### config.mk
export PLATFORM = sky130hd
export DESIGN_NAME = soc_rtc_alarm_flat
export DESIGN_NICKNAME = d
export VERILOG_FILES = /design/src/rtl/soc_rtc_alarm_if.sv /design/src/rtl/soc_rtc_alarm.sv /design/src/flat_wrapper.sv
export SDC_FILE = /design/constraint.sdc
export NUM_CORES = 1
export LEC_CHECK = 0
export CORE_MARGIN = 5
export CORE_UTILIZATION = 49
export DETAILED_ROUTE_END_ITERATION = 6
export GPL_TIMING_DRIVEN = 0
export PLACE_DENSITY = 0.77
export SLEW_MARGIN = 40
export SYNTH_ARGS = -nofsm -noshare
export SYNTH_HDL_FRONTEND = slang
export SYNTH_SLANG_ARGS = --single-unit
### constraint.sdc
create_clock -name clk -period 3.6 [get_ports clk]
set_clock_uncertainty 0.2 [all_clocks]
set_input_delay 0.72 -clock clk [delete_from_list [all_inputs] [get_ports clk]]
set_output_delay 0.72 -clock clk [all_outputs]
set_load 0.01 [all_outputs]
### src/rtl/soc_rtc_alarm_if.sv
// ============================================================================
// soc_rtc_alarm_if : register bus between a host and the RTC alarm unit
// Revision: 1.0
// ============================================================================
`default_nettype none

interface soc_rtc_alarm_if #(
  parameter int IO_MAP_WIDTH = 32
);
  logic [1:0]              alarm_addr;
  logic [IO_MAP_WIDTH-1:0] alarm_wdata;
  logic                    alarm_we;
  logic                    alarm_re;
  logic [IO_MAP_WIDTH-1:0] alarm_rdata;
  logic                    alarm_ready;
  logic                    alarm_irq;

  modport master (
    output alarm_addr, alarm_wdata, alarm_we, alarm_re,
    input  alarm_rdata, alarm_ready, alarm_irq
  );

  modport slave (
    input  alarm_addr, alarm_wdata, alarm_we, alarm_re,
    output alarm_rdata, alarm_ready, alarm_irq
  );
endinterface

`default_nettype wire

### src/rtl/soc_rtc_alarm.sv
// ============================================================================
// soc_rtc_alarm : wrap-safe compare of the RTC count against a programmable
//                 target, with one-shot/periodic reload and sticky IRQ status
// Revision: 1.0
// ============================================================================
`default_nettype none

module soc_rtc_alarm #(
  parameter int IO_MAP_WIDTH = 32
) (
  input  wire logic                    clk,
  input  wire logic                    rst_n,
  input  wire logic [IO_MAP_WIDTH-1:0] rtc_count,
  input  wire logic                    rtc_valid,
  soc_rtc_alarm_if.slave               bus
);

  localparam logic [1:0] c_ADDR_CTRL   = 2'd0;
  localparam logic [1:0] c_ADDR_CMP    = 2'd1;
  localparam logic [1:0] c_ADDR_PERIOD = 2'd2;
  localparam logic [1:0] c_ADDR_STATUS = 2'd3;

  typedef enum logic [1:0] {
    ST_OFF    = 2'd0,
    ST_ARMED  = 2'd1,
    ST_RELOAD = 2'd2
  } state_t;

  state_t                  r_state;
  state_t                  w_state_next;
  logic                    r_en;
  logic                    r_periodic;
  logic                    r_irq_en;
  logic [IO_MAP_WIDTH-1:0] r_cmp;
  logic [IO_MAP_WIDTH-1:0] r_period;
  logic                    r_pend;
  logic                    r_missed;
  logic [IO_MAP_WIDTH-1:0] r_rdata;
  logic                    r_ready;

  logic                    w_rd;
  logic                    w_ctrl_wr;
  logic                    w_cmp_wr;
  logic                    w_period_wr;
  logic                    w_status_wr;
  logic                    w_reached;
  logic                    w_match;
  logic                    w_reload_req;
  logic                    w_en_after_reload;
  logic [IO_MAP_WIDTH-1:0] w_rdata_mux;

  // A write shadows a simultaneous read; the pair still earns one ready.
  assign w_rd        = bus.alarm_re & ~bus.alarm_we;
  assign w_ctrl_wr   = bus.alarm_we & (bus.alarm_addr == c_ADDR_CTRL);
  assign w_cmp_wr    = bus.alarm_we & (bus.alarm_addr == c_ADDR_CMP);
  assign w_period_wr = bus.alarm_we & (bus.alarm_addr == c_ADDR_PERIOD);
  assign w_status_wr = bus.alarm_we & (bus.alarm_addr == c_ADDR_STATUS);

  // Sign of the modular difference: "reached or passed" within half the range.
  assign w_reached    = ($signed(rtc_count - r_cmp) >= 0);
  assign w_match      = (r_state == ST_ARMED) & rtc_valid & w_reached;
  assign w_reload_req = r_periodic & (r_period != '0);

  assign w_en_after_reload = w_ctrl_wr ? bus.alarm_wdata[0] : r_en;

  always_comb begin
    w_state_next = r_state;
    case (r_state)
      ST_OFF: begin
        if (w_ctrl_wr && bus.alarm_wdata[0]) w_state_next = ST_ARMED;
      end
      ST_ARMED: begin
        if (w_match)                               w_state_next = w_reload_req ? ST_RELOAD : ST_OFF;
        else if (w_ctrl_wr && !bus.alarm_wdata[0]) w_state_next = ST_OFF;
      end
      ST_RELOAD: begin
        w_state_next = w_en_after_reload ? ST_ARMED : ST_OFF;
      end
      default: w_state_next = ST_OFF;
    endcase
  end

  always_comb begin
    w_rdata_mux = '0;
    case (bus.alarm_addr)
      c_ADDR_CTRL:   w_rdata_mux = {{(IO_MAP_WIDTH-3){1'b0}}, r_irq_en, r_periodic, r_en};
      c_ADDR_CMP:    w_rdata_mux = r_cmp;
      c_ADDR_PERIOD: w_rdata_mux = r_period;
      c_ADDR_STATUS: w_rdata_mux = {{(IO_MAP_WIDTH-2){1'b0}}, r_missed, r_pend};
      default:       w_rdata_mux = '0;
    endcase
  end

  always_ff @(posedge clk or negedge rst_n) begin
    if (!rst_n) begin
      r_state    <= ST_OFF;
      r_en       <= 1'b0;
      r_periodic <= 1'b0;
      r_irq_en   <= 1'b0;
      r_cmp      <= '0;
      r_period   <= '0;
      r_pend     <= 1'b0;
      r_missed   <= 1'b0;
      r_rdata    <= '0;
      r_ready    <= 1'b0;
    end else begin
      r_state <= w_state_next;

      // A one-shot match disarms in hardware and overrides a same-cycle CTRL write.
      if (w_match && !w_reload_req) r_en <= 1'b0;
      else if (w_ctrl_wr)           r_en <= bus.alarm_wdata[0];

      if (w_ctrl_wr) begin
        r_periodic <= bus.alarm_wdata[1];
        r_irq_en   <= bus.alarm_wdata[2];
      end

      if (w_cmp_wr)                   r_cmp <= bus.alarm_wdata;
      else if (r_state == ST_RELOAD)  r_cmp <= r_cmp + r_period;

      if (w_period_wr) r_period <= bus.alarm_wdata;

      if (w_match)                                 r_pend <= 1'b1;
      else if (w_status_wr && bus.alarm_wdata[0])  r_pend <= 1'b0;

      if (w_match && r_pend)                       r_missed <= 1'b1;
      else if (w_status_wr && bus.alarm_wdata[1])  r_missed <= 1'b0;

      r_ready <= bus.alarm_we | bus.alarm_re;
      if (w_rd) r_rdata <= w_rdata_mux;
    end
  end

  assign bus.alarm_rdata = r_rdata;
  assign bus.alarm_ready = r_ready;
  assign bus.alarm_irq   = r_pend & r_irq_en;

endmodule

`default_nettype wire

### src/flat_wrapper.sv
// flat-port wrapper written by rule: the top's interface ports become plain ports
module soc_rtc_alarm_flat 
#(
  parameter int IO_MAP_WIDTH = 32
)
  (clk, rst_n, rtc_count, rtc_valid, bus_alarm_addr, bus_alarm_wdata, bus_alarm_we, bus_alarm_re, bus_alarm_rdata, bus_alarm_ready, bus_alarm_irq);
  soc_rtc_alarm_if #(.IO_MAP_WIDTH(IO_MAP_WIDTH)) bus_i ();
  input  wire logic clk;
  input  wire logic rst_n;
  input  wire logic [IO_MAP_WIDTH-1:0] rtc_count;
  input  wire logic rtc_valid;
  input wire logic [$bits(bus_i.alarm_addr)-1:0] bus_alarm_addr;
  input wire logic [$bits(bus_i.alarm_wdata)-1:0] bus_alarm_wdata;
  input wire logic [$bits(bus_i.alarm_we)-1:0] bus_alarm_we;
  input wire logic [$bits(bus_i.alarm_re)-1:0] bus_alarm_re;
  output wire logic [$bits(bus_i.alarm_rdata)-1:0] bus_alarm_rdata;
  output wire logic [$bits(bus_i.alarm_ready)-1:0] bus_alarm_ready;
  output wire logic [$bits(bus_i.alarm_irq)-1:0] bus_alarm_irq;
  assign bus_i.alarm_addr = bus_alarm_addr;
  assign bus_i.alarm_wdata = bus_alarm_wdata;
  assign bus_i.alarm_we = bus_alarm_we;
  assign bus_i.alarm_re = bus_alarm_re;
  assign bus_alarm_rdata = bus_i.alarm_rdata;
  assign bus_alarm_ready = bus_i.alarm_ready;
  assign bus_alarm_irq = bus_i.alarm_irq;
  soc_rtc_alarm #(.IO_MAP_WIDTH(IO_MAP_WIDTH)) u_core (.clk(clk), .rst_n(rst_n), .rtc_count(rtc_count), .rtc_valid(rtc_valid), .bus(bus_i));
endmodule
---- Yosys cells after proc, flatten, opt, wreduce, memory -nomap -nowiden ----
Index checks and enable logic that the tools add are counted.
cells by class
  equality and inequality tests ........... 7
  multiplexer cells ....................... 15
  add/sub/neg operators ................... 2
  bitwise gates (word level) .............. 11
  reductions and logical operators ........ 15
  magnitude comparators ................... 1
operators by type and width
  cell                                                  number
  one-hot mux 32 bit (4 select lines)                   1
  2-to-1 mux 32 bit                                     2
  adder 32 bit                                          1
  >= comparator 32 x 1 -> 1 bit, second input constant  1
  nonzero test 32 bit                                   1
  subtractor 32 bit                                     1
  bitwise AND 1 bit                                     9
  2-to-1 mux 2 bit                                      4
  2-to-1 mux 1 bit                                      7
  == test 2 bit, second input constant                  3
  logical AND 1 bit                                     6
  one-hot mux 2 bit (3 select lines)                    1
  nonzero test 2 bit                                    3
  == test 2 x 1 -> 1 bit, second input constant         2
  zero test 2 bit                                       2
  != test 3 x 2 -> 1 bit, second input constant         1
  zero test 1 bit                                       2
  != test 2 x 1 -> 1 bit, second input constant         1
  AND reduction 2 bit                                   1
  NOT 1 bit                                             1
  OR 1 bit                                              1
storage, ports and cells
  logic and storage cells ................. 61
  input port bits ......................... 71
  register bits ........................... 104
  output and inout port bits .............. 34

---- Longest topological paths before layout ----
Gate-level depths: netlist of run 1.
  depth in word-level cells ............... 6
  depth in mapped cells ................... 13

---- Worst setup path after synthesis of run 1 ----
Ideal clock, no wire load.
  path kind ............................... reg-to-reg
  start ................................... register u_core.r_period[0]
  end ..................................... register u_core.r_cmp[30]
  data arrival time ....................... 3064 ps
  buffers on the path ..................... 0
  setup time .............................. 69 ps
  slack ................................... 267 ps
  cell stages (with the launch flop) ...... 14
  required time ........................... 3331 ps
  period minus slack after synthesis ...... 3333 ps
  cell sequence ........................... dfrtp_1 > ha_1 > inv_1 > fa_1 > and2b_1 > o2111ai_2 > a2111oi_4 > o31ai_2 > a21oi_2 > nor2_2 > a311oi_4 > a31oi_1 > or4_1 > nand3_1
between the ends
  cells in the longest elaborated chain, start to end .. 3
ends and longest elaborated chain
  what                    RTL line              text
  start, declared         soc_rtc_alarm.sv:35   logic [IO_MAP_WIDTH-1:0] r_period;
  start signal, assigned  soc_rtc_alarm.sv:121  if (w_period_wr) r_period <= bus.alarm_wdata;
  adder 32 bit            soc_rtc_alarm.sv:119  else if (r_state == ST_RELOAD) r_cmp <= r_cmp + r_period;
  2-to-1 mux 32 bit       soc_rtc_alarm.sv:119
  2-to-1 mux 32 bit       soc_rtc_alarm.sv:118  if (w_cmp_wr) r_cmp <= bus.alarm_wdata;
  end signal, assigned    soc_rtc_alarm.sv:118
  end signal, assigned    soc_rtc_alarm.sv:119
  end, declared           soc_rtc_alarm.sv:34   logic [IO_MAP_WIDTH-1:0] r_cmp;
Every way passes these cells. The select of a mux whose other input is x is not followed.
A chain may end at the register's enable or synchronous reset.

---- Worst setup path in the final report of run 1 ----
Same ends and word-level chain as after synthesis.

==> summary.md, run 1 <==
| Metric | Value |
|---|---|
| Count leader, synth | dfrtp_1 |
| Die height | 128 µm |
| Actual slew at the worst max-slew pin | 0.800 ns |
| Worst-Skew Late Latency | 0.36 ns |
| PnR worst setup slack | 0.0566 ns |
| Vias/cell | 5.89 |
| Die X | 128 µm |
| N_diodes | 0 |
| First-pass GRT wire length | 31.7 mm |
| DRT antenna net count | 0 |
| Commonest cells in the netlist | 104 x dfrtp_1, 75 x nand2_1, 69 x o21ai_0 |
| Via count | 6180 |
| Reg-to-reg setup timing slack | 0.06 ns |
| RR Endpoint | u_core.r_cmp[30] |
| IO Pins | 105 |
| Mapped cell area | 6810 µm² |
| Synthesized area per cell | 9.23 µm² |
| R2r worst-path depth | 13 |
| Slew headroom | 0.467 |
| Largest net degree at the start of global routing | 68 |
| Max-cap violations | 0 |
| Drt drc | 0 |
| DR WL/cell | 19.1 µm |
| Synth cell types | 62 |
| Worst Setup Start Kind | flop |
| Post-Place Worst Slack | -0.290 ns |
| Port bufs | 103 |
| Worst EP required | 3.69 ns |
| Design Power | 6.34 mW |
| Run status | finished, final reports clean |
| Total GRT Usage | 0.248 |
| Area delta synth->final | 25.7% |
| Async set-reset flop share out of synthesis | 1.00 |
| Root buffer cell | clkbuf_16 |
| Post-Place Cells | 1022 |
| Slowest cell on the critical path | or4_1 |
| Clock transition at path regs | 0.07 ns |
| Final setup viols | 0 |
| RSZ-0062 raised after global routing | true |
| DRT Wirelength | 20.1 mm |
| Lkg Pwr | 3.72 nW |
| Gr ovfl total | 0 |
| CTS tree | yes |
| Hold Fails Final Rpt | 0 |
| Number of global-route vias before repair | 6080 |
| Initial Utilization | 0.495 |
| Pwr dens | 741 nW/µm² |
| First-pass DRT Iterations | 5 |
| Total CTS buffers | 9 |
| Synth area leader | dfrtp_1 |
| Core ar. | 13800 µm² |
| Worst hold-check path type | in2async |
| Sequential area share after synthesis | 0.382 |
| Area share of the largest cell type after synthesis | 0.382 |
| Syn nets | 872 |
| Period utilization | 0.984 |
| Crit path DAT | 3.64 ns |
| Clock Tree Buf Depth | 2 |
| Tmin final | 3.54 ns |
| Layout Cells excl Fill | 1050 |
| YS warnings | 0 |
| H-tree level count | 3 |
| Gate Count Post-Synth | 738 |
| Fin nets | 1000 |
| Share of layout cells above drive strength 1 | 0.103 |
| Synth Flop Type | dfrtp_1 |
| #FFs+latches synth | 104 |
| RR Startpoint | u_core.r_period[0] |
| CP max stage delay | 0.49 ns |
| Initial DRC count | 467 |
| Top cells by area, synth | dfrtp_1 38%, ha_1 11%, mux2_2 5.8% |
| Max VDD drop | 425 µV |
| Detail Placement HPWL | 14.9 mm |
| Peak Freq | 282 MHz |
| Crit Path Max Fanout | 3 |
| Initial antenna violation count | 0 |
| CP Capture Type | flop |
| # rows | 43 |
| Post-route setup TNS | 0 ns |
| Slew Viols, Final | 0 |
| Gpl congestion | 0.913 |
| CTS sink count | 104 |
| CTS Hold Bufs | 0 |
| Worst-path cell chain | ha_4, inv_1, fa_2, and2b_2, o2111ai_4, a2111oi_4, o31ai_4, a21oi_2, nor2_2, a311oi_4, a31oi_2, or4_1, nand3_1 |
| Number of synthesized flops with an enable pin | 0 |
| Die area | 16400 µm² |
| Setup CP Type | reg2reg |
[per-layer routing]
layer,vias to the layer above,GRT usage,share of wire
met5,-,0,0
met4,0,0.0811,0.030
met1,2952,0.329,0.43
met2,248,0.400,0.47
li1,2938,-,-
met3,42,0.0625,0.073
[cell usage in the layout, fill, tap and decap left out, drive strengths merged, types with 4 or more instances in the layout]
cell type	Yosys	routed
nor3	17	17
nor2	47	47
nor2b	9	9
buf	0	15
xor2	5	5
a31oi	12	12
o21ai	70	70
mux2	35	35
xnor2	19	19
nor4	9	9
ha	62	62
o211ai	5	5
a211oi	7	7
inv	45	45
clkbuf	33	44
a22oi	29	29
nand4	8	8
nand2b	9	9
o21a	5	5
a21oi	53	53
o31ai	4	4
a311oi	4	4
a21o	18	18
nand2	75	75
nand3	11	11
clkdlybuf4s50	0	102
dfrtp	104	104
[state kept, by name, summed over array words and instances, names as in the netlist]
signal	flops
u_core.r_missed	1
u_core.r_periodic	1
u_core.r_state	2
u_core.r_pend	1
u_core.bus.alarm_rdata	32
u_core.r_en	1
u_core.bus.alarm_ready	1
u_core.r_irq_en	1
u_core.r_cmp	32
u_core.r_period	32
[worst max-delay path: cells and delay by family, from the launching register on]
family	cells	cell delay [ns]
compound gates	6	1.31
simple gates	4	0.93
buf+inv	1	0.06
flops	1	0.42
fa+ha+maj	2	0.56
[worst max path at each step]
stage | from | to | slack [ns] | cells past startpoint
2_1_floorplan | u_core.r_period[0] | u_core.r_cmp[30] | 0.27 | 13
3_3_place_gp | rst_n | u_core.r_cmp[18] | -2.34 | 1
3_5_place_dp | rtc_count[13] | u_core.r_en | -0.29 | 12
4_1_cts | u_core.r_period[0] | u_core.r_cmp[30] | 0.04 | 13
5_1_grt | u_core.r_period[0] | u_core.r_cmp[30] | -0.08 | 13
6_report | u_core.r_period[0] | u_core.r_cmp[30] | 0.06 | 13
[through the flow]
step	cell area, µm²	hold slack, ns	utilization
2_1_floorplan	6810	0.224	-
3_3_place_gp	8070	0.261	0.586
3_5_place_dp	8100	0.269	0.588
4_1_cts	8540	0.0317	0.620
5_1_grt	8560	0.0427	0.622
6_report	8560	0.0294	0.622
[report_power, final]
group,internal (mW),switching [mW],leakage (nW),total (mW)
sequential,1.52,0.360,1.27,1.88
combinational,1.60,1.82,2.30,3.42
clock,0.604,0.436,0.149,1.04
[what timing repair did]
action / 4_1_cts / 5_1_grt
gates resized for setup: 7 / 5
pin swaps: 6 / 5
cloned: 0 / 0
buffers inserted: 12 / 1
setup endpoints to repair: 2 / 9
hold endpoints to repair: 0 / 0
[cell families (layout without fill, tap and decap cells)]
kind of cell	count (synthesis)	in the layout	share of synthesized area
flip-flops	104	104	0.382
adder cells (fa/ha/maj)	63	63	0.117
multiplexers	39	39	0.0674
AND/OR/NAND/NOR	204	204	0.141
buffers and inverters	78	210	0.0430
XOR/XNOR	24	24	0.0309
AO/OA/AOI/OAI	226	226	0.218
[layout make-up]
class	instances	area [µm²]
multi-input combinational	556	3980
clock buffer	11	233
buffer	33	124
fill	1201	5210
clock inverter	4	70.1
sequential	104	2600
inverter	45	169
timing repair buffer	117	1160
tap	180	225
Note: power is estimated with default switching activity, not from simulation.
==> run 2, diff against run 1 <==
--- a/config.mk
+++ b/config.mk
@@ -5,10 +5,10 @@
 export SDC_FILE = /design/constraint.sdc
 export NUM_CORES = 1
 export LEC_CHECK = 0
-export CORE_MARGIN = 5
 export CORE_UTILIZATION = 49
 export DETAILED_ROUTE_END_ITERATION = 6
 export GPL_TIMING_DRIVEN = 0
+export MAX_ROUTING_LAYER = met4
 export PLACE_DENSITY = 0.77
 export SLEW_MARGIN = 40
 export SYNTH_ARGS = -nofsm -noshare
==> summary.md, run 2 (synthesis gave the netlist of run 1 again) <==
| Metric | Value |
|---|---|
| Run status | finished, final reports clean |
| Gpl congestion | 0.973 (+6.6%) |
| Peak Freq | 286 MHz (+1.2%) |
| Worst Setup Start Kind | flop |
| Crit path DAT | 3.60 ns (-0.04 ns) |
| Slowest cell on the critical path | or4_1 |
| Max-cap violations | 0 (unchanged) |
| Port bufs | 103 (unchanged) |
| Total GRT Usage | 0.292 (+0.0441) |
| Most frequent cells in the layout | 103 x dfrtp_1, 102 x clkdlybuf4s50_1, 75 x nand2_1 |
| Die X | 120 µm (-6.3%) |
| Clock power frac | 0.154 (-0.010) |
| DRT Wirelength | 19.6 mm (-2.2%) |
| Hold Fails Final Rpt | 0 (unchanged) |
| Reg power frac | 0.302 (+0.005) |
| Clock transition at path regs | 0.07 ns (about the same) |
| Gr ovfl total | 0 (unchanged) |
| Initial antenna violation count | 0 (unchanged) |
| Worst-Skew Late Latency | 0.37 ns (about the same) |
| IO Pins | 105 (unchanged) |
| PnR worst setup slack | 0.0989 ns (+0.0422 ns) |
| Leading cell type in the layout, fill and taps excluded | dfrtp_1 |
| Top Family by Delay on Critical Path | compound AO/OA/AOI/OAI gates |
| Worst-path cell chain | ha_4, inv_2, fa_2, and2b_2, o2111ai_4, a2111oi_4, o31ai_4, a21oi_2, nor2_4, a311oi_4, a31oi_2, or4_1, nand3_1 |
| Crit path buf inv count | 1 (unchanged) |
| Die area | 14400 µm² (-12%) |
| Share of layout cells above drive strength 1 | 0.101 (-0.00287) |
| Worst hold-check path type | in2async |
| Layout Cells excl Fill | 1041 (-0.86%) |
| Final setup viols | 0 (unchanged) |
| Combinational share of power | 0.544 (+0.005) |
| N_diodes | 0 (unchanged) |
| First-pass GRT wire length | 31.1 mm (-1.8%) |
| CP max stage delay | 0.48 ns (about the same) |
| First-pass DRT Iterations | 5 (unchanged) |
| CTS tree | yes |
| Actual slew at the worst max-slew pin | 0.773 ns (-0.0262 ns) |
| Crit Path Max Fanout | 3 (unchanged) |
| Period utilization | 0.973 (-0.0117) |
| Vias/cell | 5.94 (+0.90%) |
| Root buffer cell | clkbuf_16 |
| Drt drc | 0 (unchanged) |
| Initial DRC count | 439 (-6.0%) |
| DRT antenna net count | 0 (unchanged) |
| Post-Place Cells | 1018 (-0.39%) |
| Die height | 120 µm (-6.3%) |
| CP Capture Type | flop |
| Post-Place Worst Slack | -0.269 ns (+0.0214 ns) |
| Slew Viols, Final | 0 (unchanged) |
| Tmin final | 3.50 ns (-0.0422 ns) |
| Hold WS | 0.0286 ns (-0.000723 ns) |
| Area delta synth->final | 24.8% |
| # rows | 42 (-2.3%) |
| Core ar. | 13400 µm² (-2.7%) |
| Detail Placement HPWL | 14.4 mm (-3.9%) |
| Via count | 6182 (+0.032%) |
| Pwr dens | 734 nW/µm² (-0.90%) |
| Slew headroom | 0.484 (+0.0175) |
| Fin nets | 994 (-0.60%) |
| Number of global-route vias before repair | 5984 (-1.6%) |
| Clock Tree Buf Depth | 2 (unchanged) |
| Largest net degree at the start of global routing | 65 (-4.4%) |
| Worst EP required | 3.70 ns (about the same) |
| Lkg Pwr | 3.68 nW (-1.3%) |
| Sw Ratio | 0.424 (+0.0123) |
| H-tree level count | 3 (unchanged) |
| Setup CP Type | reg2reg |
| Max VDD drop | 283 µV (-33%) |
| NetSw | 2.65 mW (+1.3%) |
| Pint | 3.59 mW (-3.7%) |
| Initial Utilization | 0.508 (+0.0138) |
| Total CTS buffers | 9 (unchanged) |
| CTS Hold Bufs | 0 (unchanged) |
| CTS sink count | 104 (unchanged) |
| DR WL/cell | 18.9 µm (-1.3%) |
| Fill count | 1132 (-5.7%) |
[run 2: cell count changes in the layout (fill, tap and decap cells not counted), sizes merged]
| cell | previous run | this run |
|---|---|---|
| bufinv | 2 | 0 |
| clkinv | 2 | 0 |
| clkbuf | 44 | 45 |
| buf | 15 | 9 |
| clkinvlp | 0 | 4 |
[run 2: power by group through the flow]
stage | Sequential, mW | Combinational [mW] | Clock [mW]
3_3_place_gp | 1.89 | 3.14 | 0
6_report | 1.89 | 3.39 | 0.959
4_1_cts | 1.87 | 3.29 | 0.962
2_1_floorplan | 1.82 | 2.37 | 0
5_1_grt | 1.93 | 3.75 | 1.01
3_5_place_dp | 1.89 | 3.20 | 0
[run 2: repair_timing]
| item | in CTS | in global routing |
|---|---|---|
| setup buffers | 5 | 2 |
| gates cloned | 0 | 0 |
| gates resized for setup | 4 | 11 |
| pin swaps | 4 | 9 |
| setup endpoints to repair | 1 | 10 |
[run 2: cell type report]
class                           count  area, µm²  share of cell area
Clock inverter                      4       30.0             0.00353
Multi-Input combinational cell    556       3990               0.470
Buffer                             33        124              0.0146
Clock buffer                       12        246              0.0290
Tap cell                          176        220              0.0259
Inverter                           45        169              0.0199
Timing Repair Buffer              111       1120               0.131
Sequential cell                   104       2600               0.306
[run 2: stage by stage]
step / power, mW / TNS, ns / area [µm²] / util
2_1_floorplan: 4.19 / 0 / 6810 / -
3_3_place_gp: 5.03 / -240.34 / 8060 / 0.602
3_5_place_dp: 5.10 / -1.17 / 8100 / 0.604
4_1_cts: 6.12 / 0 / 8430 / 0.629
5_1_grt: 6.68 / -0.0102 / 8500 / 0.635
6_report: 6.24 / 0 / 8500 / 0.635
[run 2: routing by layer]
metal | part of all wire | global-route usage | vias up | wire length, µm
met3 | 0.064 | 0.0504 | 44 | 1260
met1 | 0.45 | 0.388 | 2959 | 8750
met2 | 0.46 | 0.440 | 257 | 9020
met4 | 0.030 | 0.127 | 0 | 585
li1 | - | - | 2922 | -
met5 | 0 | - | - | 0
[run 2: worst reg2reg max path, cell delays in order, from the launching register on]
cell and delay (ns):
dfrtp_1 0.41, ha_4 0.16, inv_2 0.04, fa_2 0.37, and2b_2 0.26, o2111ai_4 0.16
a2111oi_4 0.41, o31ai_4 0.13, a21oi_2 0.24, nor2_4 0.07, a311oi_4 0.29, a31oi_2 0.13
or4_1 0.48, nand3_1 0.09
[run 2: path summary, 6_finish.rpt]
kind / startpoint / depth (start not counted) / slack, ns / end
worst min-delay path: rst_n / 1 / 0.03 / u_core.bus.alarm_rdata[21]
worst max register to register: u_core.r_cmp[0] / 13 / 0.1 / u_core.r_cmp[30]
worst min register to register: u_core.bus.alarm_rdata[28] / 2 / 0.28 / u_core.bus.alarm_rdata[28]
min in group clk: u_core.bus.alarm_rdata[28] / 2 / 0.28 / u_core.bus.alarm_rdata[28]
worst max-delay path: u_core.r_cmp[0] / 13 / 0.1 / u_core.r_cmp[30]
max in group asynchronous: rst_n / 2 / 2.55 / u_core.r_period[8]
==> run 3, diff against run 2 <==
--- a/config.mk
+++ b/config.mk
@@ -5,6 +5,9 @@
 export SDC_FILE = /design/constraint.sdc
 export NUM_CORES = 1
 export LEC_CHECK = 0
+export ABC_CLOCK_PERIOD_IN_PS = 3600
+export CAP_MARGIN = 0
+export CORE_MARGIN = 8
 export CORE_UTILIZATION = 49
 export DETAILED_ROUTE_END_ITERATION = 6
 export GPL_TIMING_DRIVEN = 0
==> summary.md, run 3 (synthesis gave the netlist of run 1 again) <==
| Metric | Value |
|---|---|
| Run status | finished, final reports clean |
| Fill count | 1184 (+4.6%) |
| DR WL/cell | 19.6 µm (+3.8%) |
| First-pass DRT Iterations | 5 (unchanged) |
| Max VDD drop | 323 µV (+14%) |
| CTS sink count | 104 (unchanged) |
| Slew headroom | 0.463 (-0.0212) |
| Clock power frac | 0.155 (about the same) |
| Post-Route Utilization | 0.619 (-0.0159) |
| Pwr dens | 734 nW/µm² (about the same) |
| Total CTS buffers | 9 (unchanged) |
| Reg power frac | 0.302 (about the same) |
| DRT Wirelength | 20.4 mm (+4.2%) |
| Fin nets | 994 (unchanged) |
| Total GRT Usage | 0.239 (-0.0537) |
| Lkg Pwr | 3.68 nW (+0.23%) |
| Worst EP required | 3.69 ns (about the same) |
| Setup CP Type | reg2reg |
| Root buffer cell | clkbuf_16 |
| Die area | 17900 µm² (+25%) |
| Core ar. | 13700 µm² (+2.4%) |
| Leading cell type in the layout, fill and taps excluded | dfrtp_1 |
| Initial antenna violation count | 0 (unchanged) |
| Gpl congestion | 0.974 (about the same) |
| N_diodes | 0 (unchanged) |
| # rows | 43 (+2.4%) |
| Max-cap violations | 0 (unchanged) |
| Peak Freq | 285 MHz (-0.36%) |
| Most frequent cells in the layout | 104 x dfrtp_1, 102 x clkdlybuf4s50_1, 75 x nand2_1 |
| CP Capture Type | flop |
| Clock transition at path regs | 0.07 ns (about the same) |
| Placed instance area | 8100 µm² (about the same) |
| Port bufs | 103 (unchanged) |
| IO Pins | 105 (unchanged) |
| Slew Viols, Final | 0 (unchanged) |
| Vias/cell | 5.90 (-0.69%) |
| NetSw | 2.62 mW (-1.2%) |
| Hold WS | 0.0420 ns (+0.0133 ns) |
| Largest net degree at the start of global routing | 63 (-3.1%) |
| Worst hold-check path type | in2async |
| Period utilization | 0.976 (+0.00356) |
| RSZ-0062 raised after global routing | true |
| Met1 GRT Util | 0.304 (-0.0832) |
| Initial Utilization | 0.496 (-0.0118) |
| Area delta synth->final | 24.6% |
| H-tree level count | 3 (unchanged) |
| Hold Fails Final Rpt | 0 (unchanged) |
| Final setup viols | 0 (unchanged) |
| Fin area | 8490 µm² (-0.18%) |
| Drt drc | 0 (unchanged) |
| Gr ovfl total | 0 (unchanged) |
| Layer with the highest usage | met2 |
| Die X | 134 µm (+12%) |
| Actual slew at the worst max-slew pin | 0.805 ns (+0.0319 ns) |
| Met3 Use GR | 0.0374 (-0.0130) |
| Combinational share of power | 0.543 (about the same) |
| Die height | 134 µm (+12%) |
| Crit Path Max Fanout | 3 (unchanged) |
| Clock Tree Buf Depth | 2 (unchanged) |
| Sw Ratio | 0.420 (-0.00471) |
| Initial DRC count | 662 (+51%) |
| GRT met2 Usage | 0.374 (-0.0655) |
| Pint | 3.62 mW (+0.70%) |
| Via count | 6163 (-0.31%) |
| First-pass GRT wire length | 32.7 mm (+5.4%) |
| CTS tree | yes |
| Number of global-route vias before repair | 6173 (+3.2%) |
| Tmin final | 3.51 ns (+0.0128 ns) |
| Worst-Skew Late Latency | 0.36 ns (about the same) |
| Share of layout cells above drive strength 1 | 0.0960 (-0.00462) |
| Worst Setup Start Kind | flop |
| Detail Placement HPWL | 15.3 mm (+6.3%) |
| Crit path DAT | 3.61 ns (about the same) |
| DRT antenna net count | 0 (unchanged) |
==> run 3: through the flow <==
stage	cells	setup TNS, ns	power [mW]	setup slack (ns)
3_3_place_gp	1021	-245.10	5.03	-2.35
6_report	1045	0	6.23	0.0860
2_1_floorplan	738	0	4.19	0.267
5_1_grt	1045	-0.0339	6.72	-0.0121
3_5_place_dp	1022	-1.45	5.11	-0.316
4_1_cts	1042	-0.0309	6.16	-0.0309
==> run 3: worst paths after layout <==
| path | from | endpoint | slack, ns | cells past startpoint |
|---|---|---|---|---|
| worst max-delay path | u_core.r_period[0] | u_core.r_cmp[30] | 0.09 | 13 |
| worst min-delay path | rst_n | u_core.bus.alarm_rdata[2] | 0.04 | 1 |
| worst max register to register | u_core.r_period[0] | u_core.r_cmp[30] | 0.09 | 13 |
| worst min register to register | u_core.bus.alarm_rdata[25] | u_core.bus.alarm_rdata[25] | 0.28 | 2 |
| max in group asynchronous | rst_n | u_core.r_cmp[20] | 2.55 | 2 |
| min in group clk | u_core.bus.alarm_rdata[25] | u_core.bus.alarm_rdata[25] | 0.28 | 2 |
==> run 3: final cells by class <==
type / instances / area (µm²) / area share
multi-input combinational: 556 / 3970 / 0.467
sequential: 104 / 2600 / 0.307
timing repair buffer: 111 / 1120 / 0.131
clock buffer: 14 / 274 / 0.0323
tap: 180 / 225 / 0.0265
inverter: 45 / 169 / 0.0199
buffer: 33 / 124 / 0.0146
clock inverter: 2 / 12.5 / 0.00147
==> run 3: critical path, stage by stage, from the launching register on <==
cell and delay [ns]:
dfrtp_1 0.42, ha_4 0.16, inv_1 0.06, fa_2 0.39
and2b_2 0.27, o2111ai_4 0.15, a2111oi_4 0.37, o31ai_2 0.13
a21oi_2 0.25, nor2_4 0.08, a311oi_4 0.27, a31oi_1 0.14
or4_1 0.48, nand3_1 0.08
==> run 3: what timing repair did <==
action,4_1_cts,5_1_grt
gates resized for setup,4,5
hold buffers,0,0
setup endpoints to repair,2,9
setup buffers,4,3
pin swaps,3,6
==> run 3: routing by layer <==
layer | up-vias | share of wire
li1 | 2920 | -
met1 | 2939 | 0.43
met2 | 258 | 0.47
met3 | 46 | 0.071
met4 | 0 | 0.029
met5 | - | 0
==> run 3: power groups by stage <==
stage / clock network (mW) / registers [mW] / logic, mW
6_report: 0.966 / 1.88 / 3.38
5_1_grt: 1.03 / 1.92 / 3.77
4_1_cts: 0.975 / 1.87 / 3.31
3_5_place_dp: 0 / 1.90 / 3.22
3_3_place_gp: 0 / 1.88 / 3.15
2_1_floorplan: 0 / 1.82 / 2.37
